==> src/rtl/ps2_host_tx_pkg.sv <==
// Shared PS/2 host-transmit definitions: FSM state encoding, frame size, command bytes.
package ps2_host_tx_pkg;

  typedef enum logic [2:0] {
    ST_IDLE,
    ST_INHIBIT,
    ST_RELEASE,
    ST_SHIFT,
    ST_ACK,
    ST_WAIT_IDLE,
    ST_DONE,
    ST_ERROR
  } tx_state_t;

  // Eight data bits, parity and stop. The start bit is the data-low request before the clock is released.
  localparam int FRAME_BITS = 10;

  localparam logic [7:0] CMD_SET_LEDS = 8'hED;
  localparam logic [7:0] CMD_RESET    = 8'hFF;
  localparam logic [7:0] CMD_ENABLE   = 8'hF4;

  function automatic logic odd_parity(input logic [7:0] b);
    return ~^b;
  endfunction

endpackage

==> src/rtl/ps2_line_filter.sv <==
// Synchronises one open-collector PS/2 pad and debounces it.
// The output changes only after FILTER_LEN consecutive equal samples.
module ps2_line_filter #(
  parameter int FILTER_LEN = 8
) (
  input  logic clk,
  input  logic reset_n,
  input  logic line_in,
  output logic line_filt
);

  localparam int CNT_W = (FILTER_LEN > 1) ? $clog2(FILTER_LEN) : 1;

  logic [1:0]       sync;
  logic [CNT_W-1:0] run_cnt;

  always_ff @(posedge clk or negedge reset_n) begin
    if (!reset_n) begin
      // NOTE: the sync chain and the filtered level reset to 1, the pulled-up idle bus level.
      // A reset value of 0 would make a phantom clock fall appear right after reset.
      sync      <= 2'b11;
      run_cnt   <= '0;
      line_filt <= 1'b1;
    end else begin
      sync <= {sync[0], line_in};
      if (sync[1] == line_filt) begin
        run_cnt <= '0;
      end else if (run_cnt == CNT_W'(FILTER_LEN - 1)) begin
        line_filt <= sync[1];
        run_cnt   <= '0;
      end else begin
        run_cnt <= run_cnt + 1'b1;
      end
    end
  end

endmodule

==> src/rtl/ps2_host_tx.sv <==
// PS/2 host-to-device transmitter. It requests the bus, shifts out one command byte
// on the device-generated clock, and reports whether the device acked the byte.
module ps2_host_tx
  import ps2_host_tx_pkg::*;
#(
  parameter int INHIBIT_CYCLES = 2500,
  parameter int TIMEOUT_CYCLES = 375000,
  parameter int FILTER_LEN     = 8
) (
  input  logic       clk,
  input  logic       reset_n,
  input  logic [7:0] tx_data,
  input  logic       tx_req,
  output logic       tx_busy,
  output logic       tx_done,
  output logic       tx_error,
  output logic       rx_inhibit,
  input  logic       ps2_clk_in,
  input  logic       ps2_data_in,
  output logic       ps2_clk_oe,
  output logic       ps2_data_oe
);

  localparam int CNT_MAX = (INHIBIT_CYCLES > TIMEOUT_CYCLES) ? INHIBIT_CYCLES : TIMEOUT_CYCLES;
  localparam int CNT_W   = $clog2(CNT_MAX + 1);

  localparam logic [CNT_W-1:0] INHIBIT_LAST = CNT_W'(INHIBIT_CYCLES - 1);
  localparam logic [CNT_W-1:0] START_CYCLE  = CNT_W'(INHIBIT_CYCLES - 2);
  localparam logic [CNT_W-1:0] TIMEOUT_LAST = CNT_W'(TIMEOUT_CYCLES - 1);
  localparam logic [3:0]       LAST_IDX     = 4'(FRAME_BITS - 1);

  tx_state_t             state;
  logic [CNT_W-1:0]      cnt;
  logic [3:0]            bit_idx;
  logic [FRAME_BITS-1:0] frame;
  logic                  clk_filt;
  logic                  data_filt;
  logic                  clk_filt_q;
  logic                  fall;
  logic                  timed_out;

  ps2_line_filter #(.FILTER_LEN(FILTER_LEN)) u_clk_filter (
    .clk       (clk),
    .reset_n   (reset_n),
    .line_in   (ps2_clk_in),
    .line_filt (clk_filt)
  );

  ps2_line_filter #(.FILTER_LEN(FILTER_LEN)) u_data_filter (
    .clk       (clk),
    .reset_n   (reset_n),
    .line_in   (ps2_data_in),
    .line_filt (data_filt)
  );

  assign fall       = clk_filt_q & ~clk_filt;
  assign timed_out  = (cnt == TIMEOUT_LAST);
  assign rx_inhibit = tx_busy;

  // One counter serves two purposes. In INHIBIT it times how long the clock is held low.
  // From RELEASE onward it is the timeout for the whole device-paced part of the frame.
  always_ff @(posedge clk or negedge reset_n) begin
    if (!reset_n) begin
      state       <= ST_IDLE;
      cnt         <= '0;
      bit_idx     <= '0;
      frame       <= '0;
      clk_filt_q  <= 1'b1;
      tx_busy     <= 1'b0;
      tx_done     <= 1'b0;
      tx_error    <= 1'b0;
      ps2_clk_oe  <= 1'b0;
      ps2_data_oe <= 1'b0;
    end else begin
      // NOTE: every register in this block uses <=, so all decisions below see pre-edge values.
      // This is also why a later assignment to cnt in the same branch overrides an earlier one.
      clk_filt_q <= clk_filt;
      unique case (state)
        ST_IDLE: begin
          if (tx_req) begin
            frame       <= {1'b1, odd_parity(tx_data), tx_data};
            cnt         <= '0;
            bit_idx     <= '0;
            tx_busy     <= 1'b1;
            ps2_clk_oe  <= 1'b1;
            ps2_data_oe <= (INHIBIT_CYCLES == 1);
            state       <= ST_INHIBIT;
          end
        end

        ST_INHIBIT: begin
          cnt <= cnt + 1'b1;
          if (cnt == START_CYCLE) ps2_data_oe <= 1'b1;
          if (cnt == INHIBIT_LAST) begin
            ps2_clk_oe <= 1'b0;
            cnt        <= '0;
            state      <= ST_RELEASE;
          end
        end

        ST_RELEASE, ST_SHIFT, ST_ACK, ST_WAIT_IDLE: begin
          cnt <= cnt + 1'b1;
          if (timed_out) begin
            tx_error    <= 1'b1;
            ps2_clk_oe  <= 1'b0;
            ps2_data_oe <= 1'b0;
            state       <= ST_ERROR;
          end else if (state == ST_RELEASE) begin
            state <= ST_SHIFT;
          end else if (state == ST_SHIFT) begin
            if (fall) begin
              ps2_data_oe <= ~frame[bit_idx];
              if (bit_idx == LAST_IDX) state <= ST_ACK;
              else bit_idx <= bit_idx + 1'b1;
            end
          end else if (state == ST_ACK) begin
            if (fall) begin
              if (data_filt) begin
                tx_error    <= 1'b1;
                ps2_data_oe <= 1'b0;
                state       <= ST_ERROR;
              end else begin
                state <= ST_WAIT_IDLE;
              end
            end
          end else if (clk_filt && data_filt) begin
            tx_done <= 1'b1;
            state   <= ST_DONE;
          end
        end

        ST_DONE: begin
          tx_done <= 1'b0;
          tx_busy <= 1'b0;
          state   <= ST_IDLE;
        end

        ST_ERROR: begin
          tx_error <= 1'b0;
          tx_busy  <= 1'b0;
          state    <= ST_IDLE;
        end

        default: state <= ST_IDLE;
      endcase
    end
  end

endmodule

==> config.mk <==
export PLATFORM = sky130hd
export DESIGN_NAME = ps2_host_tx
export DESIGN_NICKNAME = d
export VERILOG_FILES = /design/src/rtl/ps2_host_tx_pkg.sv /design/src/rtl/ps2_line_filter.sv /design/src/rtl/ps2_host_tx.sv
export SDC_FILE = /design/constraint.sdc
export NUM_CORES = 1
export LEC_CHECK = 0
export ABC_AREA = 1
export BUFFER_PORTS_ARGS = -buffer_cell sky130_fd_sc_hd__buf_4
export CORE_MARGIN = 2
export CORE_UTILIZATION = 55
export DETAILED_ROUTE_END_ITERATION = 7
export GPL_ROUTABILITY_DRIVEN = 1
export PLACE_DENSITY = 0.76
export SLEW_MARGIN = 20
export SYNTH_ARGS = -nofsm -noshare
export SYNTH_HDL_FRONTEND = slang
export SYNTH_HIERARCHICAL = 1
export SYNTH_SLANG_ARGS = --single-unit
==> constraint.sdc <==
create_clock -name clk -period 5.1 [get_ports clk]
set_clock_uncertainty 0.05 [all_clocks]
set_input_delay 1.02 -clock clk [delete_from_list [all_inputs] [get_ports clk]]
set_output_delay 1.02 -clock clk [all_outputs]
set_load 0.02 [all_outputs]
# Word level (Yosys, flattened, before mapping)
# Cells that the tools add are included.
# word_totals
reg_bits	54
output_inout_bits	6
wordCells	143
# op_classes
n_addsub	4
order_cmp	1
eq_ne	40
muxes	56
n_bitwise	5
n_reduce_logical	21
# ops
operator	count
one-hot mux 19 bit (3 select lines)	1
two-way mux 3 bit	14
equality test 19 x 12 -> 1 bit, second input constant	2
two-way mux 19 bit	2
two-way mux 1 bit	24
two-way mux 4 bit	6
!= test 2 bit, second input constant	12
adder 19 x 1 -> 19 bit, second input constant	1
equality test 19 bit, second input constant	1
equality test 3 bit, second input constant	6
AND reduction 6 bit	3
!= test 5 bit, second input constant	3
!= test 3 bit, second input constant	4
!= test 4 bit, second input constant	3
one-hot mux 3 bit (4 select lines)	1
AND reduction 2 bit	5
one-hot mux 4 bit (2 select lines)	1
AND reduction 8 bit	1
nonzero test 2 bit	4
XNOR reduction 8 bit	1
AND reduction 7 bit	1
adder 3 x 1 -> 3 bit, second input constant	2
equality test 3 x 2 -> 1 bit, second input constant	2
!= test 6 bit, second input constant	1
other kinds (19)	26

# Logic depth before layout (Yosys ltp)
# Gate-level depths: netlist (run 1).
# depth
ltp_word	8
ltp_mapped	13
ltp_nobuf	12

# Hierarchy
# Netlist (run 1), hierarchy kept.
# by_module_without_submodules
module	instances	cells_per_inst	area_each_um2	seq_area_each_um2
ps2_host_tx	1	403	2834.0	1052.3
ps2_line_filter	2	21	231.5	153.9

# Least setup slack after synthesis (run 1)
# No wires, ideal clock.
# synth_timing
kind	input-to-reg
startpoint	input port tx_req
endpoint	register cnt[11]
arrival_ns	1.772
slack_ns	3.159
stages	8
n_path_buf	0
path_cell_list	inv_1 > nand3_4 > nand2_4 > nor2_4 > nand2_2 > nor2_2 > xor2_1 > nor2_1
# synth_via
elab_chain_len	2
# synth_rtl
element	line_no	source
start, declared	ps2_host_tx.sv:13	input logic tx_req,
!= test 2 bit (no source line)	-	
AND reduction 2 bit (no source line)	-	
end signal, assigned	ps2_host_tx.sv:92	cnt <= cnt + 1'b1;
end signal, assigned	ps2_host_tx.sv:102	cnt <= cnt + 1'b1;
end, declared	ps2_host_tx.sv:33	logic [CNT_W-1:0] cnt;
# No other way between the ends.
# A chain may end at the register's enable or synchronous reset.

# Worst setup path after layout (run 1)
# layout_timing
startpoint	register state[2]
endpoint	register state[1]
# layout_via
elab_chain_len	6
elab_cells_between_ends	22
# layout_rtl
element	line_no	source
start, declared	ps2_host_tx.sv:32	tx_state_t state;
start signal, assigned	ps2_host_tx.sv:64	state <= ST_IDLE;
start signal, assigned	ps2_host_tx.sv:87	state <= ST_INHIBIT;
start signal, assigned	ps2_host_tx.sv:97	state <= ST_RELEASE;
equality test 3 bit	ps2_host_tx.sv:78, ps2_host_tx.sv:116	
two-way mux 3 bit	ps2_host_tx.sv:116	end else if (state == ST_ACK) begin
two-way mux 3 bit	ps2_host_tx.sv:110	end else if (state == ST_SHIFT) begin
two-way mux 3 bit	ps2_host_tx.sv:108	end else if (state == ST_RELEASE) begin
two-way mux 3 bit	ps2_host_tx.sv:103	if (timed_out) begin
one-hot mux 3 bit (4 select lines)	ps2_host_tx.sv:78	unique case (state)
# Parallel ways exist; a longest one is shown, timed or not.

==> results of run 1 <==
-- power breakdown --
group          switching, mW  total, mW  internal (mW)
sequential             0.107      0.661          0.554
clock                  0.149      0.296          0.147
combinational          0.524      0.786          0.262
total                  0.779       1.74          0.964
-- synthesized netlist by cell type, drive strengths merged, types with 2 or more instances --
master / n / area (um2)
o21ai: 33 / 165
buf: 7 / 50.1
nor2: 66 / 273
a21oi: 5 / 25.0
o211ai: 2 / 15.0
xor2: 6 / 52.6
xnor2: 6 / 52.6
dfrtp: 47 / 1180
o2111ai: 3 / 26.3
or2: 3 / 18.8
inv: 62 / 235
nor3: 10 / 70.1
nand3: 42 / 245
nand2: 123 / 487
dfstp: 7 / 184
ha: 11 / 138
nand4: 6 / 43.8
-- layout make-up --
type                       count  area [um2]  area share
clock buffer                   5        68.8      0.0192
clock inverter                 3        43.8      0.0122
inverter                      63         240      0.0670
multi-input combinational    320        1640       0.458
sequential                    54        1360       0.379
tap                           75        93.8      0.0262
timing repair buffer          18         135      0.0377
-- per-stage QoR --
stage / hold slack (ps) / utilization / setup WS, ps / cells
after global placement: 296 / 0.593 / 2690 / 530
after CTS: 315 / 0.613 / 2610 / 538
after global routing: 320 / 0.613 / 2310 / 538
after detailed placement: 298 / 0.593 / 2650 / 530
final: 313 / 0.613 / 2550 / 538
after floorplan: 295 / - / 3160 / 445
-- cell families after synthesis --
family	share of synthesized area
and+or+nand+nor	0.345
buffers and inverters	0.0892
DFF	0.413
xor gates and xnor gates	0.0319
AOI/OAI and AO/OA	0.0797
adders and majority gates	0.0417
-- sequential cells by signal, summed over array words and instances, names as in the netlist --
signal                   count
bit_idx                      4
tx_error                     1
u_data_filter/sync           2
u_clk_filter/line_filt       1
ps2_data_oe                  1
u_clk_filter/sync            2
clk_filt_q                   1
u_clk_filter/run_cnt         3
state                        3
tx_done                      1
rx_inhibit                   1
frame                       10
u_data_filter/run_cnt        3
u_data_filter/line_filt      1
ps2_clk_oe                   1
cnt                         19
-- path summary, 6_finish.rpt --
| check | start | endpoint | slack, ps |
|---|---|---|---|
| max | state[2]$_DFFE_PN0P_ | state[1]$_DFFE_PN0P_ | 2550 |
| min | u_clk_filter/sync[0]$_DFF_PN1_ | u_clk_filter/sync[1]$_DFF_PN1_ | 310 |
| max reg2reg | state[2]$_DFFE_PN0P_ | state[1]$_DFFE_PN0P_ | 2550 |
| min reg2reg | u_clk_filter/sync[0]$_DFF_PN1_ | u_clk_filter/sync[1]$_DFF_PN1_ | 310 |
| max in group asynchronous | reset_n | bit_idx[3]$_DFFE_PN0P_ | 3840 |
| min in group asynchronous | reset_n | cnt[5]$_DFFE_PN0P_ | 660 |
-- worst max-delay path: cells and delay by family (launching register included) --
family	cells	cell delay [ps]
adders and majority gates	1	630
buffers and inverters	3	540
and+or+nand+nor	5	540
DFF	1	500
AOI/OAI and AO/OA	1	220
-- layer usage --
metal | share of wire | vias up | global-route usage
li1 | - | 1443 | -
met1 | 0.50 | 1295 | 0.309
met2 | 0.45 | 46 | 0.341
met3 | 0.033 | 9 | 0.0385
met4 | 0.017 | 0 | 0.0661
met5 | 0 | - | 0
==> qor.txt, run 1 <==
status: finished clean
WL/cell: 12.5 um
vias per cell: 5.19
setup_tns: 0 ps
CP Launch Type: flip-flop
share of cells above drive strength 1: 0.140
final setup fails: 0
total grt overflow: 0
Yosys reg bits: 54
warning count from the yosys run: 6
n_diodes: 0
Worst Setup Path Type: reg2reg
Worst VDD drop: 0.000301 V
Max-cap violations: 0
worst path cell trace: inv_2, ha_1, inv_1, nor2_1, inv_1, nor2_1, nor2_1, a21boi_0, nand2_1, nand2_1
Worst Max-Slew Pin Slew: 693 ps
P&R area growth vs syn: 8.73%
crit path time final: 2550 ps
clock sink total: 54
Worst-Skew Late Latency: 320 ps
CP dominant cell by count: nor2_1
Fin. Hold Viols: 0
slowest cell on the critical path: ha_1
Slew headroom: 0.538
area of the die: 0.00663 mm2
Vias: 2,793
hold_buf cts: 0
post-synthesis cell area: 0.00330 mm2
leading register cell type out of synthesis: dfrtp_1
hold crit path type: reg2reg
nets: 486
Leak: 1.76 nW
drt drc: 0
fmax: 0.392 GHz
HPWL after detailed placement: 5020 um
Setup Buffers After CTS: 0
EDFF count, synth: 0
gr usage total: 0.218
Initial Util: 0.564
worst reg2reg path depth: 10
design area: 0.00358 mm2
CTS HTree Levels: 2
share of the yosys chip area belonging to registers: 0.413
post-route ant nets: 0
Die Y: 81.4 um
core area: 0.00585 mm2
unrepaired setup endpoints after global routing: false
period utilisation layout: 0.501
CTS max path bufs: 2
global-route wire length before repair: 11,100 um
Inserted Clock Buffers: 5
pins over their slew limit: 0
Avg Synthesized Cell Area: 7.41 um2
initial antenna violation count: 0
CP endpoint kind: flip-flop
Async S/R FF share, synth: 1.00
library cells used by synthesis: 37
# port buffers: 18
cell row count: 28
Ports: 19
largest net degree at the start of global routing: 55
final-layout fill cell count: 531
Reg clk slew, reported paths: 110 ps
routability congestion estimate: 0.955
DRT Wirelength: 6740 um
CP arrival: 2770 ps
vias in the first global route: 2,465
dpl cell area: 0.00347 mm2
slowest cell delay on critical path: 630 ps
TritonCTS clock tree: built
Root Driver: clkbuf_8
commonest non-fill, non-tap cell in the layout: nand2_1
post_cts resized: 0
Iter 0 DRT Violations: 208
hold depth: 0
Cell Pwr Density: 486 mW/mm2
Max FO, Critical Path: 17
total chip power: 1.74 mW
most frequent cells in the layout: nand2_1, nor2_1, inv_1
post-synthesis cell count: 445
Pre-antenna DRT Iters: 4
Crit path required time: 5320 ps
Die W: 81.4 um
Syn Nets: 469
(Power assumes the default switching activity.)
==> inputs of run 2 (changes only) <==
clock period = 2.4 ns   (was 5.1 ns; I/O delays follow)
==> qor.txt, run 2 (synthesized netlist as in run 1, its figures left out) <==
design area: 0.00360 mm2 (+0.38%)
Die Y: 81.4 um (unchanged)
pins over their slew limit: 0 (unchanged)
Die W: 81.4 um (unchanged)
Inserted Clock Buffers: 5 (unchanged)
vias per cell: 5.21 (+0.31%)
Max-cap violations: 0 (unchanged)
core area: 0.00585 mm2 (unchanged)
Iter 0 DRT Violations: 218 (+4.8%)
largest net degree at the start of global routing: 55 (unchanged)
Fin. Hold Viols: 0 (unchanged)
hold_buf cts: 0 (unchanged)
most frequent cells in the layout: nand2_1, nor2_1, inv_1
commonest non-fill, non-tap cell in the layout: nand2_1
Slew headroom: 0.551 (+0.0131)
routability congestion estimate: 0.926 (-3.0%)
TritonCTS clock tree: built
setup_tns: 0 ps (unchanged)
reg-to-reg slack, setup: 350 ps (-2200 ps)
Max FO, Critical Path: 11 (-6)
status: finished clean
global-route wire length before repair: 11,600 um (+4.4%)
reg-to-reg endpoint: bit_idx[1]$_DFFE_PN0P_
Vias: 2,812 (+0.68%)
post_cts resized: 0 (unchanged)
n_diodes: 0 (unchanged)
Pre-antenna DRT Iters: 5 (+1)
Crit path required time: 2560 ps (-2760 ps)
dpl cell area: 0.00349 mm2 (+0.43%)
total grt overflow: 0 (unchanged)
Ports: 19 (unchanged)
Worst Max-Slew Pin Slew: 673 ps (-19.7 ps)
worst reg2reg path depth: 8 (-2)
CP arrival: 2210 ps (-560 ps)
Reg clk slew, reported paths: 100 ps (about the same)
post-route ant nets: 0 (unchanged)
Largest regs: cnt: 19 flops, frame: 10 flops, bit_idx: 4 flops
drt drc: 0 (unchanged)
period utilisation layout: 0.855 (+0.354)
reg-to-reg startpoint: state[2]$_DFFE_PN0P_
# port buffers: 18 (unchanged)
fmax: 0.487 GHz (+24%)
Worst VDD drop: 0.000696 V (+130%)
CTS HTree Levels: 2 (unchanged)
CP endpoint kind: flip-flop
Setup Buffers After CTS: 0 (unchanged)
Leak: 1.77 nW (+0.40%)
CP Launch Type: flip-flop
cell row count: 28 (unchanged)
crit path time final: 2050 ps (-501 ps)
pre-CTS setup slack: 376 ps (-2270 ps)
total chip power: 3.73 mW (+110%)
final setup fails: 0 (unchanged)
worst setup margin: 348 ps (-2200 ps)
max reg flops: 19 (unchanged)
nets: 488 (+0.41%)
area of the die: 0.00663 mm2 (unchanged)
Worst-Skew Late Latency: 320 ps (about the same)
Cell Pwr Density: 1040 mW/mm2 (+110%)
CTS max path bufs: 2 (unchanged)
share of cells above drive strength 1: 0.142 (+0.00155)
initial antenna violation count: 0 (unchanged)
clock sink total: 54 (unchanged)
Top reg by flops: cnt
vias in the first global route: 2,510 (+1.8%)
Initial Util: 0.564 (unchanged)
WL/cell: 12.7 um (+1.0%)
DRT Wirelength: 6830 um (+1.4%)
hold crit path type: in2async
Root Driver: clkbuf_8
HPWL after detailed placement: 5100 um (+1.6%)
unrepaired setup endpoints after global routing: false
P&R area growth vs syn: 9.15%
Worst Setup Path Type: reg2reg
gr usage total: 0.225 (+0.00751)
==> run 2: cell count changes in the layout (fill, tap and decap cells not counted), sizes merged <==
cell	change
buf	+2
inv	-1
clkbuf	+1
==> run 2: how the worst max path moves through the flow <==
| stage | from | end | slack [ps] |
|---|---|---|---|
| final | state[2]$_DFFE_PN0P_ | bit_idx[1]$_DFFE_PN0P_ | 350 |
| after global routing | state[2]$_DFFE_PN0P_ | state[1]$_DFFE_PN0P_ | 160 |
| after CTS | state[2]$_DFFE_PN0P_ | bit_idx[1]$_DFFE_PN0P_ | 340 |
| after detailed placement | state[2]$_DFFE_PN0P_ | bit_idx[1]$_DFFE_PN0P_ | 380 |
| after global placement | state[2]$_DFFE_PN0P_ | state[1]$_DFFE_PN0P_ | 470 |
| after floorplan | state[2]$_DFFE_PN0P_ | ps2_data_oe$_DFFE_PN0P_ | 480 |
==> run 2: per-layer routing <==
metal  track usage  vias up  wire [um]  share of wire
li1              -     1448          -              -
met2         0.352       58       3180           0.47
met4        0.0610        0         94          0.014
met3        0.0385       10        270          0.040
met5             0        -          0              0
met1         0.324     1296       3290           0.48
==> run 2: worst max-delay path, cell delays in order (launching register included) <==
cell     delay [ps]
dfrtp_1         500
inv_2           150
ha_1            320
inv_1           290
nor2_1          130
nor3_2          210
nand2_2         140
nand2_1         100
o21ai_1          70
==> run 2: through the flow <==
step | hold WS [ps] | instances | util
floorplan | 134 | 445 | -
global placement | 298 | 532 | 0.596
detailed placement | 297 | 532 | 0.596
CTS | 184 | 540 | 0.615
global route | 201 | 540 | 0.615
finish | 141 | 540 | 0.615
==> run 2: cell type report <==
class,count,area [um2]
clock buffer,6,72.6
inverter,63,240
clock inverter,2,38.8
multi-input combinational,320,1640
fill,523,2250
sequential,54,1360
tap,75,93.8
timing repair buffer,20,150
==> run 2: report_power, final <==
group | switching (mW) | total, mW | leakage (nW) | internal, mW
Combinational | 1.13 | 1.70 | 1.03 | 0.575
Sequential | 0.228 | 1.41 | 0.685 | 1.18
Clock | 0.307 | 0.621 | 0.0554 | 0.314
